$ cat src/rtl/vga_timing_pkg.sv
// vga_timing_pkg: shared 640x480@60 timing constants, colour type and window helper
//   H_TOTAL/V_TOTAL        : full line / frame length in pixels / lines
//   HS_*/VS_*              : inclusive sync pulse windows
//   rgb12_t                : {R[3:0],G[3:0],B[3:0]}
//   in_window()            : inclusive unsigned range test on a 10-bit counter
package vga_timing_pkg;

    localparam logic [9:0] H_TOTAL  = 10'd800;
    localparam logic [9:0] V_TOTAL  = 10'd525;
    localparam logic [9:0] HS_START = 10'd656;
    localparam logic [9:0] HS_END   = 10'd751;
    localparam logic [9:0] VS_START = 10'd490;
    localparam logic [9:0] VS_END   = 10'd491;

    typedef logic [11:0] rgb12_t;

    function automatic logic in_window(input logic [9:0] val, input logic [9:0] lo, input logic [9:0] hi);
        return (val >= lo) && (val <= hi);
    endfunction

endpackage

$ cat src/rtl/vga_timing_generator_pixel_clk_divider.sv
// pixel_clk_divider: integer clock-enable divider producing the pixel strobe
//   clk_in   : system clock
//   rst_n_in : asynchronous active-low reset
//   pix_tick : high for one clk_in cycle out of every CLK_DIV (constant 1 when CLK_DIV = 1)
module pixel_clk_divider #(
    parameter int CLK_DIV = 4
) (
    input  logic clk_in,
    input  logic rst_n_in,
    output logic pix_tick
);

    localparam logic [3:0] LAST = 4'(CLK_DIV - 1);

    logic [3:0] div_cnt;
    logic [3:0] div_nxt;

    always_comb div_nxt = (div_cnt == LAST) ? 4'd0 : div_cnt + 4'd1;

    // The strobe is registered from the next count so it is high exactly
    // while div_cnt sits at CLK_DIV-1, yet still reads 0 during reset.
    always_ff @(posedge clk_in or negedge rst_n_in) begin
        if (!rst_n_in) begin
            div_cnt  <= '0;
            pix_tick <= 1'b0;
        end else begin
            div_cnt  <= div_nxt;
            pix_tick <= (div_nxt == LAST);
        end
    end

endmodule

$ cat src/rtl/vga_timing_generator.sv
// vga_timing_generator: 640x480@60 raster timing, sync generation and RGB blanking
//   clk_in       : system clock (CLK_DIV cycles per pixel)
//   rst_n_in     : asynchronous active-low reset, synchronous release
//   color_in     : pixel colour from the colour driver (registered there, lags coordinates by one cycle)
//   current_row  : horizontal pixel coordinate, 0..H_TOTAL-1
//   current_line : vertical line coordinate, 0..V_TOTAL-1
//   enable       : active-video flag aligned with the coordinates
//   pix_tick     : pixel-clock enable strobe
//   frame_start  : one-cycle pulse when the coordinates wrap to (0,0)
//   hsync/vsync  : active-low sync pulses
//   vga_rgb      : colour to the connector, 0 while blanked
// Build option VGA_SYNC_DELAY_EN: delays syncs and the rgb gating by one clk_in
// cycle so they line up with the colour driver's registered output.
module vga_timing_generator
    import vga_timing_pkg::*;
#(
    parameter int CLK_DIV   = 4,
    parameter int H_VISIBLE = 640,
    parameter int H_FP      = int'(HS_START) - 640,
    parameter int H_SYNC    = int'(HS_END) - int'(HS_START) + 1,
    parameter int H_BP      = int'(H_TOTAL) - int'(HS_END) - 1,
    parameter int V_VISIBLE = 480,
    parameter int V_FP      = int'(VS_START) - 480,
    parameter int V_SYNC    = int'(VS_END) - int'(VS_START) + 1,
    parameter int V_BP      = int'(V_TOTAL) - int'(VS_END) - 1
) (
    input  logic         clk_in,
    input  logic         rst_n_in,
    input  rgb12_t       color_in,
    output logic [9:0]   current_row,
    output logic [9:0]   current_line,
    output logic         enable,
    output logic         pix_tick,
    output logic         frame_start,
    output logic         hsync,
    output logic         vsync,
    output rgb12_t       vga_rgb
);

    localparam logic [9:0] H_VIS  = 10'(H_VISIBLE);
    localparam logic [9:0] H_LAST = 10'(H_VISIBLE + H_FP + H_SYNC + H_BP - 1);
    localparam logic [9:0] HS_LO  = 10'(H_VISIBLE + H_FP);
    localparam logic [9:0] HS_HI  = 10'(H_VISIBLE + H_FP + H_SYNC - 1);
    localparam logic [9:0] V_VIS  = 10'(V_VISIBLE);
    localparam logic [9:0] V_LAST = 10'(V_VISIBLE + V_FP + V_SYNC + V_BP - 1);
    localparam logic [9:0] VS_LO  = 10'(V_VISIBLE + V_FP);
    localparam logic [9:0] VS_HI  = 10'(V_VISIBLE + V_FP + V_SYNC - 1);

    logic [9:0] h_cnt;
    logic [9:0] v_cnt;
    logic [9:0] h_nxt;
    logic [9:0] v_nxt;
    logic       h_wrap;
    logic       en_cur;
    logic       hs_cur;
    logic       vs_cur;
    logic       fs_cur;
    logic       en_next;
    logic       gate;
    logic       hs_r;
    logic       vs_r;

    pixel_clk_divider #(.CLK_DIV(CLK_DIV)) u_div (
        .clk_in   (clk_in),
        .rst_n_in (rst_n_in),
        .pix_tick (pix_tick)
    );

    // h_cnt/v_cnt point at the pixel that the next tick will publish; the
    // outputs are a tick-registered snapshot, so after reset the first tick
    // shows (0,0) and the first visible pixel is not skipped.
    always_comb begin
        h_wrap  = (h_cnt == H_LAST);
        h_nxt   = h_wrap ? 10'd0 : h_cnt + 10'd1;
        v_nxt   = !h_wrap ? v_cnt : (v_cnt == V_LAST) ? 10'd0 : v_cnt + 10'd1;
        en_cur  = (h_cnt < H_VIS) && (v_cnt < V_VIS);
        hs_cur  = !in_window(h_cnt, HS_LO, HS_HI);
        vs_cur  = !in_window(v_cnt, VS_LO, VS_HI);
        // A genuine wrap only: the published coordinates leave the last pixel,
        // which rules out the first (0,0) after reset.
        fs_cur  = (h_cnt == 10'd0) && (v_cnt == 10'd0) && (current_row == H_LAST) && (current_line == V_LAST);
        // Value enable will hold next cycle, so vga_rgb can switch with it.
        en_next = pix_tick ? en_cur : enable;
    end

    always_ff @(posedge clk_in or negedge rst_n_in) begin
        if (!rst_n_in) begin
            h_cnt        <= '0;
            v_cnt        <= '0;
            current_row  <= '0;
            current_line <= '0;
            enable       <= 1'b0;
            frame_start  <= 1'b0;
            hs_r         <= 1'b1;
            vs_r         <= 1'b1;
            vga_rgb      <= '0;
        end else begin
            frame_start <= pix_tick && fs_cur;
            vga_rgb     <= gate ? color_in : 12'h000;
            if (pix_tick) begin
                h_cnt        <= h_nxt;
                v_cnt        <= v_nxt;
                current_row  <= h_cnt;
                current_line <= v_cnt;
                enable       <= en_cur;
                hs_r         <= hs_cur;
                vs_r         <= vs_cur;
            end
        end
    end

`ifdef VGA_SYNC_DELAY_EN
    logic hs_d;
    logic vs_d;

    always_ff @(posedge clk_in or negedge rst_n_in) begin
        if (!rst_n_in) begin
            hs_d <= 1'b1;
            vs_d <= 1'b1;
        end else begin
            hs_d <= hs_r;
            vs_d <= vs_r;
        end
    end

    // Gating from the current enable makes vga_rgb trail the coordinates by
    // one cycle, matching the driver's registered colour.
    assign hsync = hs_d;
    assign vsync = vs_d;
    assign gate  = enable;
`else
    assign hsync = hs_r;
    assign vsync = vs_r;
    assign gate  = en_next;
`endif

endmodule

$ cat config.mk
export PLATFORM = sky130hd
export DESIGN_NAME = vga_timing_generator
export DESIGN_NICKNAME = d
export VERILOG_FILES = /design/src/rtl/vga_timing_pkg.sv /design/src/rtl/vga_timing_generator_pixel_clk_divider.sv /design/src/rtl/vga_timing_generator.sv
export SDC_FILE = /design/constraint.sdc
export NUM_CORES = 1
export LEC_CHECK = 0
export ABC_AREA = 0
export CAP_MARGIN = 20
export CELL_PAD_IN_SITES_DETAIL_PLACEMENT = 1
export CELL_PAD_IN_SITES_GLOBAL_PLACEMENT = 1
export CORE_MARGIN = 3
export CORE_UTILIZATION = 37
export DETAILED_ROUTE_END_ITERATION = 8
export GPL_TIMING_DRIVEN = 0
export PLACE_DENSITY_LB_ADDON = 0.1
export SLEW_MARGIN = 25
export SYNTH_ARGS = -nofsm -noshare
export SYNTH_HDL_FRONTEND = slang
export SYNTH_SLANG_ARGS = --single-unit
$ cat constraint.sdc
create_clock -name clk_in -period 2.1 [get_ports clk_in]
set_input_delay 0.42 -clock clk_in [delete_from_list [all_inputs] [get_ports clk_in]]
set_output_delay 0.42 -clock clk_in [all_outputs]
set_load 0.01 [all_outputs]
==> results of run 1 <==
[layer usage]
layer  wire length, um  part of all wire, %  GRT usage (%)
met1              3020                   47           22.0
met2              2950                   46           24.6
met3               335                  5.3           4.67
met4                68                  1.1           7.54
met5                 0                    0              0
[worst max-delay path, stage by stage (launching register included)]
cell      delay, ns
dfrtp_2        0.44
nand4b_1       0.32
or4_4          0.55
buf_6          0.14
or4_4          0.48
o211ai_2       0.07
[stage by stage]
stage / std cells / total power [mW] / utilization (%) / setup TNS, ns
after floorplan: 228 / 1.23 / - / 0
after global placement: 374 / 1.30 / 47.7 / -88.41
after detailed placement: 375 / 1.30 / 48.0 / -0.829
after CTS: 393 / 2.31 / 51.3 / 0
after global routing: 399 / 2.37 / 52.4 / -0.0327
final: 399 / 2.27 / 52.4 / 0
[cells by family after synthesis]
kind of cell / synth area share, %
mux: 9.27
simple gates: 18.9
flops: 57.5
buf+inv: 3.11
compound gates: 5.13
fa+ha+maj: 2.82
xor+xnor: 3.29
[registers in the layout, summed over array words and instances, names as in the netlist, 4 cells and up]
signal         flops
current_row       10
current_line      10
h_cnt             10
v_cnt             10
vga_rgb           12
u_div.div_cnt      4
[report_power, final]
part	internal (mW)	switching [mW]
clock	0.560	0.435
combinational	0.0491	0.0385
sequential	1.19	0.00333
total	1.80	0.477
[Yosys cell counts (all sizes together) (3+ instances only)]
master  count  share of area (%)
nand4       6                2.0
mux2       21                8.9
a21oi       4               0.75
inv        11                1.6
nor3        4               0.75
xor2        5                1.6
nand2      16                2.3
and3        5                1.2
nand3       8                1.5
or4         3               0.99
ha          6                2.8
nand4b      3               0.99
dfrtp      59                 56
o21ai       7                1.3
clkbuf      8                1.2
xnor2       5                1.6
nor2       14                2.0
nor2b      15                3.5
nor4        8                2.1
[cell type report]
type | count | area (um2) | share of cell area (%)
flip-flops and latches | 61 | 1530 | 42.6
multi-input cells | 146 | 1080 | 30.0
repair buffers | 59 | 578 | 16.1
clock buffers | 16 | 190 | 5.29
well taps | 96 | 120 | 3.34
plain buffers | 10 | 55.1 | 1.53
inverters | 11 | 41.3 | 1.15
[repair_timing]
item	in CTS	in global routing
gates resized for setup	5	12
hold buffers	0	0
buffers inserted	2	6
endpoints found under the hold margin	0	0
endpoints found under the setup margin	7	6
pin swaps	0	3
[worst min-delay path by stage]
stage / from / to / cells past startpoint
floorplan: rst_n_in / current_line[0] / 0
global placement: current_line[0] / frame_start / 1
detailed placement: rst_n_in / v_cnt[0] / 1
CTS: rst_n_in / v_cnt[0] / 1
global route: rst_n_in / v_cnt[8] / 1
finish: rst_n_in / v_cnt[0] / 1
[layout by cell type, fill, tap and decap left out, drive strengths merged, types with 2 or more instances in the layout]
cell,count
mux2,21
and3,5
clkdlybuf4s50,49
o211ai,2
nand4,6
o21ai,7
nor2b,15
a21oi,4
ha,6
a41oi,2
buf,13
nor4,8
inv,11
or4,3
xor2,5
nor3,4
nand4b,3
nand2,16
xnor2,5
nand3,8
nor2,14
dfstp,2
clkbuf,23
dfrtp,59
and4,2
==> impl_metrics.json, run 1 <==
{
  "p_leak_nw": 1.55,
  "grt_usage_pct": 16.4,
  "gp_congestion": 0.684,
  "maxSlewHeadroom_pct": 56.2,
  "async_reset_ff_share_pct": 100,
  "ys.flop_type": "dfrtp_1",
  "initial_core_util_pct": 38.7,
  "placed_cell_area_um2": 3300,
  "tightestPinTransition_ns": 0.652,
  "fin_crit_ns": 2.07,
  "r2r_start": "h_cnt[7]",
  "drt_first_pass_iters": 6,
  "area_growth_pct": 35.3,
  "drcViolationCount": 0,
  "avgSynthCellArea_um2": 11.7,
  "port_buffers": 50,
  "start_kind": "flop",
  "cts_root_buf": "clkbuf_8",
  "synth_cells": 228,
  "fp.dieArea_um2": 8240,
  "diodes": 0,
  "dp_hpwl_mm": 4.48,
  "worst_r2r_path_depth": 5,
  "cp-startpoint": "h_cnt[7]",
  "whs_ns": 0.000318,
  "synth_edf_count": 0,
  "die_w_um": 90.8,
  "holdCritPathClass": "in -> async",
  "antenna_found_initial": 0,
  "cp.required_ns": 2.36,
  "grt_pass1_wl_mm": 10.6,
  "core_area_um2": 6870,
  "r2r_slack_ns": 0.03,
  "vias": 1948,
  "synth_seq_area_share_pct": 57.5,
  "vdd_drop_max_v": 0.000276,
  "crit_end": "v_cnt[9]",
  "syn_area_um2": 2660,
  "min_period_over_period_pct": 98.8,
  "skew_ns": 0.00824,
  "io_pins": 51,
  "drv_slew": 0,
  "clock_sinks": 61,
  "dp_slack_ns": -0.213,
  "hold_viol": 0,
  "setup_viol": 0,
  "grt_max_degree": 34,
  "avgViaCountPerCell": 4.88,
  "fill_cells": 747,
  "clk_latency_ns": 0.34,
  "clk_path_buf_depth": 2,
  "synth_nets": 248,
  "criticalPathCategory": "reg -> reg",
  "synth_warnings": 0,
  "clkSlewWorstSetupHoldPaths_ns": 0.07,
  "fin_ws_ns": 0.0258,
  "numCtsBuffers": 9,
  "drt_iter0_markers": 65,
  "rr_endpoint": "v_cnt[9]",
  "worstPathArrival_ns": 2.34,
  "cp_max_fo": 6,
  "drt_wl_total_mm": 6.38,
  "yosys_register_bits": 61,
  "layout-drive-gt1-share_pct": 20.1,
  "overflow": 0,
  "die_h_um": 90.8,
  "design_area_um2": 3600,
  "cts-htree-levels": 3,
  "fmax_mhz": 482,
  "synth_cell_types": 39,
  "maxCapViolations": 0,
  "end_kind": "flop",
  "outcome": "finished clean",
  "num_rows": 30,
  "grt_pass1_vias": 2028,
  "ant_nets": 0,
  "fin_nets": 318,
  "wire_per_inst_um": 16.0,
  "power_density_nw_per_um2": 632,
  "cts_tree": "done"
}
(Power assumes the default switching activity.)
==> run 2: changes to the inputs <==
==> constraint.sdc (replaced) <==
create_clock -name clk_in -period 2.1 [get_ports clk_in]
set_input_delay 0.42 -clock clk_in [delete_from_list [all_inputs] [get_ports clk_in]]
set_output_delay 0.42 -clock clk_in [all_outputs]
set_load 0.1 [all_outputs]
==> run 2 against run 1 <==
Compared with the run above:
- utilization about the same
- maximum frequency rose by 1.9%
- clock skew rose by 0.0029 ns
- clock-buffer cell count fell by 7
- largest cell class unchanged
- worst hold slack gained 0.46 ns
- combinational power rose by 88%
- largest power group unchanged
- via count rose by 3.0%
- global-route usage grew 1.3 points
- final area is essentially flat
- sequential share of layout area about the same
- flip-flop and latch count is the same
- final cell count down 0.50%
==> impl_metrics.json, run 2 (same netlist as run 1, synthesis figures left out) <==
{
  "fin_crit_ns": 2.04,
  "dp_slack_ns": -0.188,
  "gp_congestion": 0.704,
  "final_core_util_pct": 52.3,
  "avgViaCountPerCell": 5.06,
  "holdCritPathClass": "in -> async",
  "antenna_found_initial": 0,
  "initial_core_util_pct": 38.7,
  "multiInputGateArea_um2": 1100,
  "drt_iter0_markers": 85,
  "hold_viol": 0,
  "whs_ns": 0.463,
  "cp_slowest_cell": "dlygate4sd2_1",
  "critical_path.top_delay_family": "buffers and inverters",
  "fill_cells": 718,
  "drt_wl_total_mm": 6.64,
  "maxSlewHeadroom_pct": 35.0,
  "cts_tree": "done",
  "setup_viol": 0,
  "die_w_um": 90.8,
  "wire_per_inst_um": 16.7,
  "skew_ns": 0.0112,
  "fin_nets": 316,
  "diodes": 0,
  "port_buffers": 50,
  "min_period_over_period_pct": 96.9,
  "ant_nets": 0,
  "end_kind": "primary output",
  "start_kind": "flop",
  "fin_ws_ns": 0.0648,
  "p_leak_nw": 1.66,
  "numCtsBuffers": 9,
  "drcViolationCount": 0,
  "mostFrequentLayoutCells": "dfrtp_1 (58), dlygate4sd2_1 (34), mux2_2 (21), nand2_1 (16), nor2b_1 (15)",
  "grt_pass1_wl_mm": 11.2,
  "final_common_cell": "dfrtp_1",
  "grt_usage_pct": 17.7,
  "r2r_slack_ns": 0.10,
  "layout-drive-gt1-share_pct": 21.6,
  "grt_setup_unrepaired": "true",
  "largest_reg_flops": 12,
  "drv_slew": 0,
  "fp.dieArea_um2": 8240,
  "dp_cells": 375,
  "r2r_start": "h_cnt[0]",
  "drt_first_pass_iters": 4,
  "worstPathArrival_ns": 1.62,
  "core_area_um2": 6870,
  "clkSlewWorstSetupHoldPaths_ns": 0.08,
  "fmax_mhz": 491,
  "vdd_drop_max_v": 0.000366,
  "top_register": "vga_rgb",
  "criticalPathCategory": "reg -> out",
  "grt_pass1_vias": 2100,
  "cts_root_buf": "clkbuf_8",
  "crit_chain": "dlygate4sd2_1",
  "clk_latency_ns": 0.35,
  "critPathBufInv": 1,
  "num_rows": 30,
  "outcome": "finished clean",
  "die_h_um": 90.8,
  "power_density_nw_per_um2": 705,
  "tightestPinTransition_ns": 0.978,
  "finalNonFillerCells": 397,
  "dp_hpwl_mm": 4.58,
  "io_pins": 51,
  "worst_r2r_path_depth": 6,
  "cp.required_ns": 1.68,
  "clk_path_buf_depth": 2,
  "maxCapViolations": 0,
  "vias": 2007,
  "cp_max_fo": 3,
  "area_growth_pct": 35.2,
  "fin_setup_tns_ns": 0,
  "overflow": 0,
  "clock_sinks": 61,
  "grt_max_degree": 50,
  "register_area_um2": 1530,
  "cts-htree-levels": 3,
  "rr_endpoint": "v_cnt[9]",
  "max_stage_delay_ns": 0.88
}
==> run 2: changes by cell type in the layout (fill, tap and decap cells not counted), moves of 3 or more <==
| cell | delta |
|---|---|
| dlygate4sd2_1 | +34 |
| dfrtp_1 | +3 |
| dfrtp_2 | -4 |
| clkbuf_8 | -4 |
| clkdlybuf4s50_1 | -37 |
| clkbuf_1 | -4 |
==> run 2: worst max-delay path by stage <==
| stage | start | to | depth (start not counted) |
|---|---|---|---|
| 3_5_place_dp | h_cnt[0] | v_cnt[8] | 5 |
| 4_1_cts | hsync | hsync | 1 |
| 5_1_grt | h_cnt[0] | frame_start | 7 |
| 2_1_floorplan | current_line[6] | frame_start | 4 |
| 3_3_place_gp | rst_n_in | u_div.pix_tick | 1 |
| 6_report | current_line[6] | current_line[6] | 1 |
==> run 2: final cells by class <==
type                       instances  area share [%]
clock buffer                       9            3.45
inverter                          11            1.15
timing repair buffer              59            15.1
multi-input combinational        146            30.6
tap                               96            3.34
sequential                        61            42.6
buffer                             8            1.01
clock inverter                     7            2.75
==> run 2: power by group <==
group / total (mW) / internal, mW / switching (mW)
registers: 1.19 / 1.19 / 0.00228
clock network: 1.18 / 0.674 / 0.509
logic: 0.165 / 0.0430 / 0.122
==> run 2: timing repair <==
action                     in CTS  in global routing
hold endpoints to repair       10                  0
pin swaps                       1                  1
resized for setup              47                  5
setup endpoints to repair      43                  6
setup buffers                   4                  3
hold buffers                    1                  0
==> run 2: through the flow <==
stage / cell area, um2 / power [mW]
floorplan: 2660 / 1.31
global placement: 3280 / 1.38
detailed placement: 3310 / 1.39
CTS: 3560 / 2.57
global route: 3590 / 2.64
finish: 3590 / 2.54
==> run 2: layer usage <==
layer	vias up	track usage, %	share of wire (%)
met5	-	0	0
met2	41	27.1	47
met4	0	7.66	1.9
li1	938	-	-
met3	10	5.08	4.8
met1	1018	23.3	47
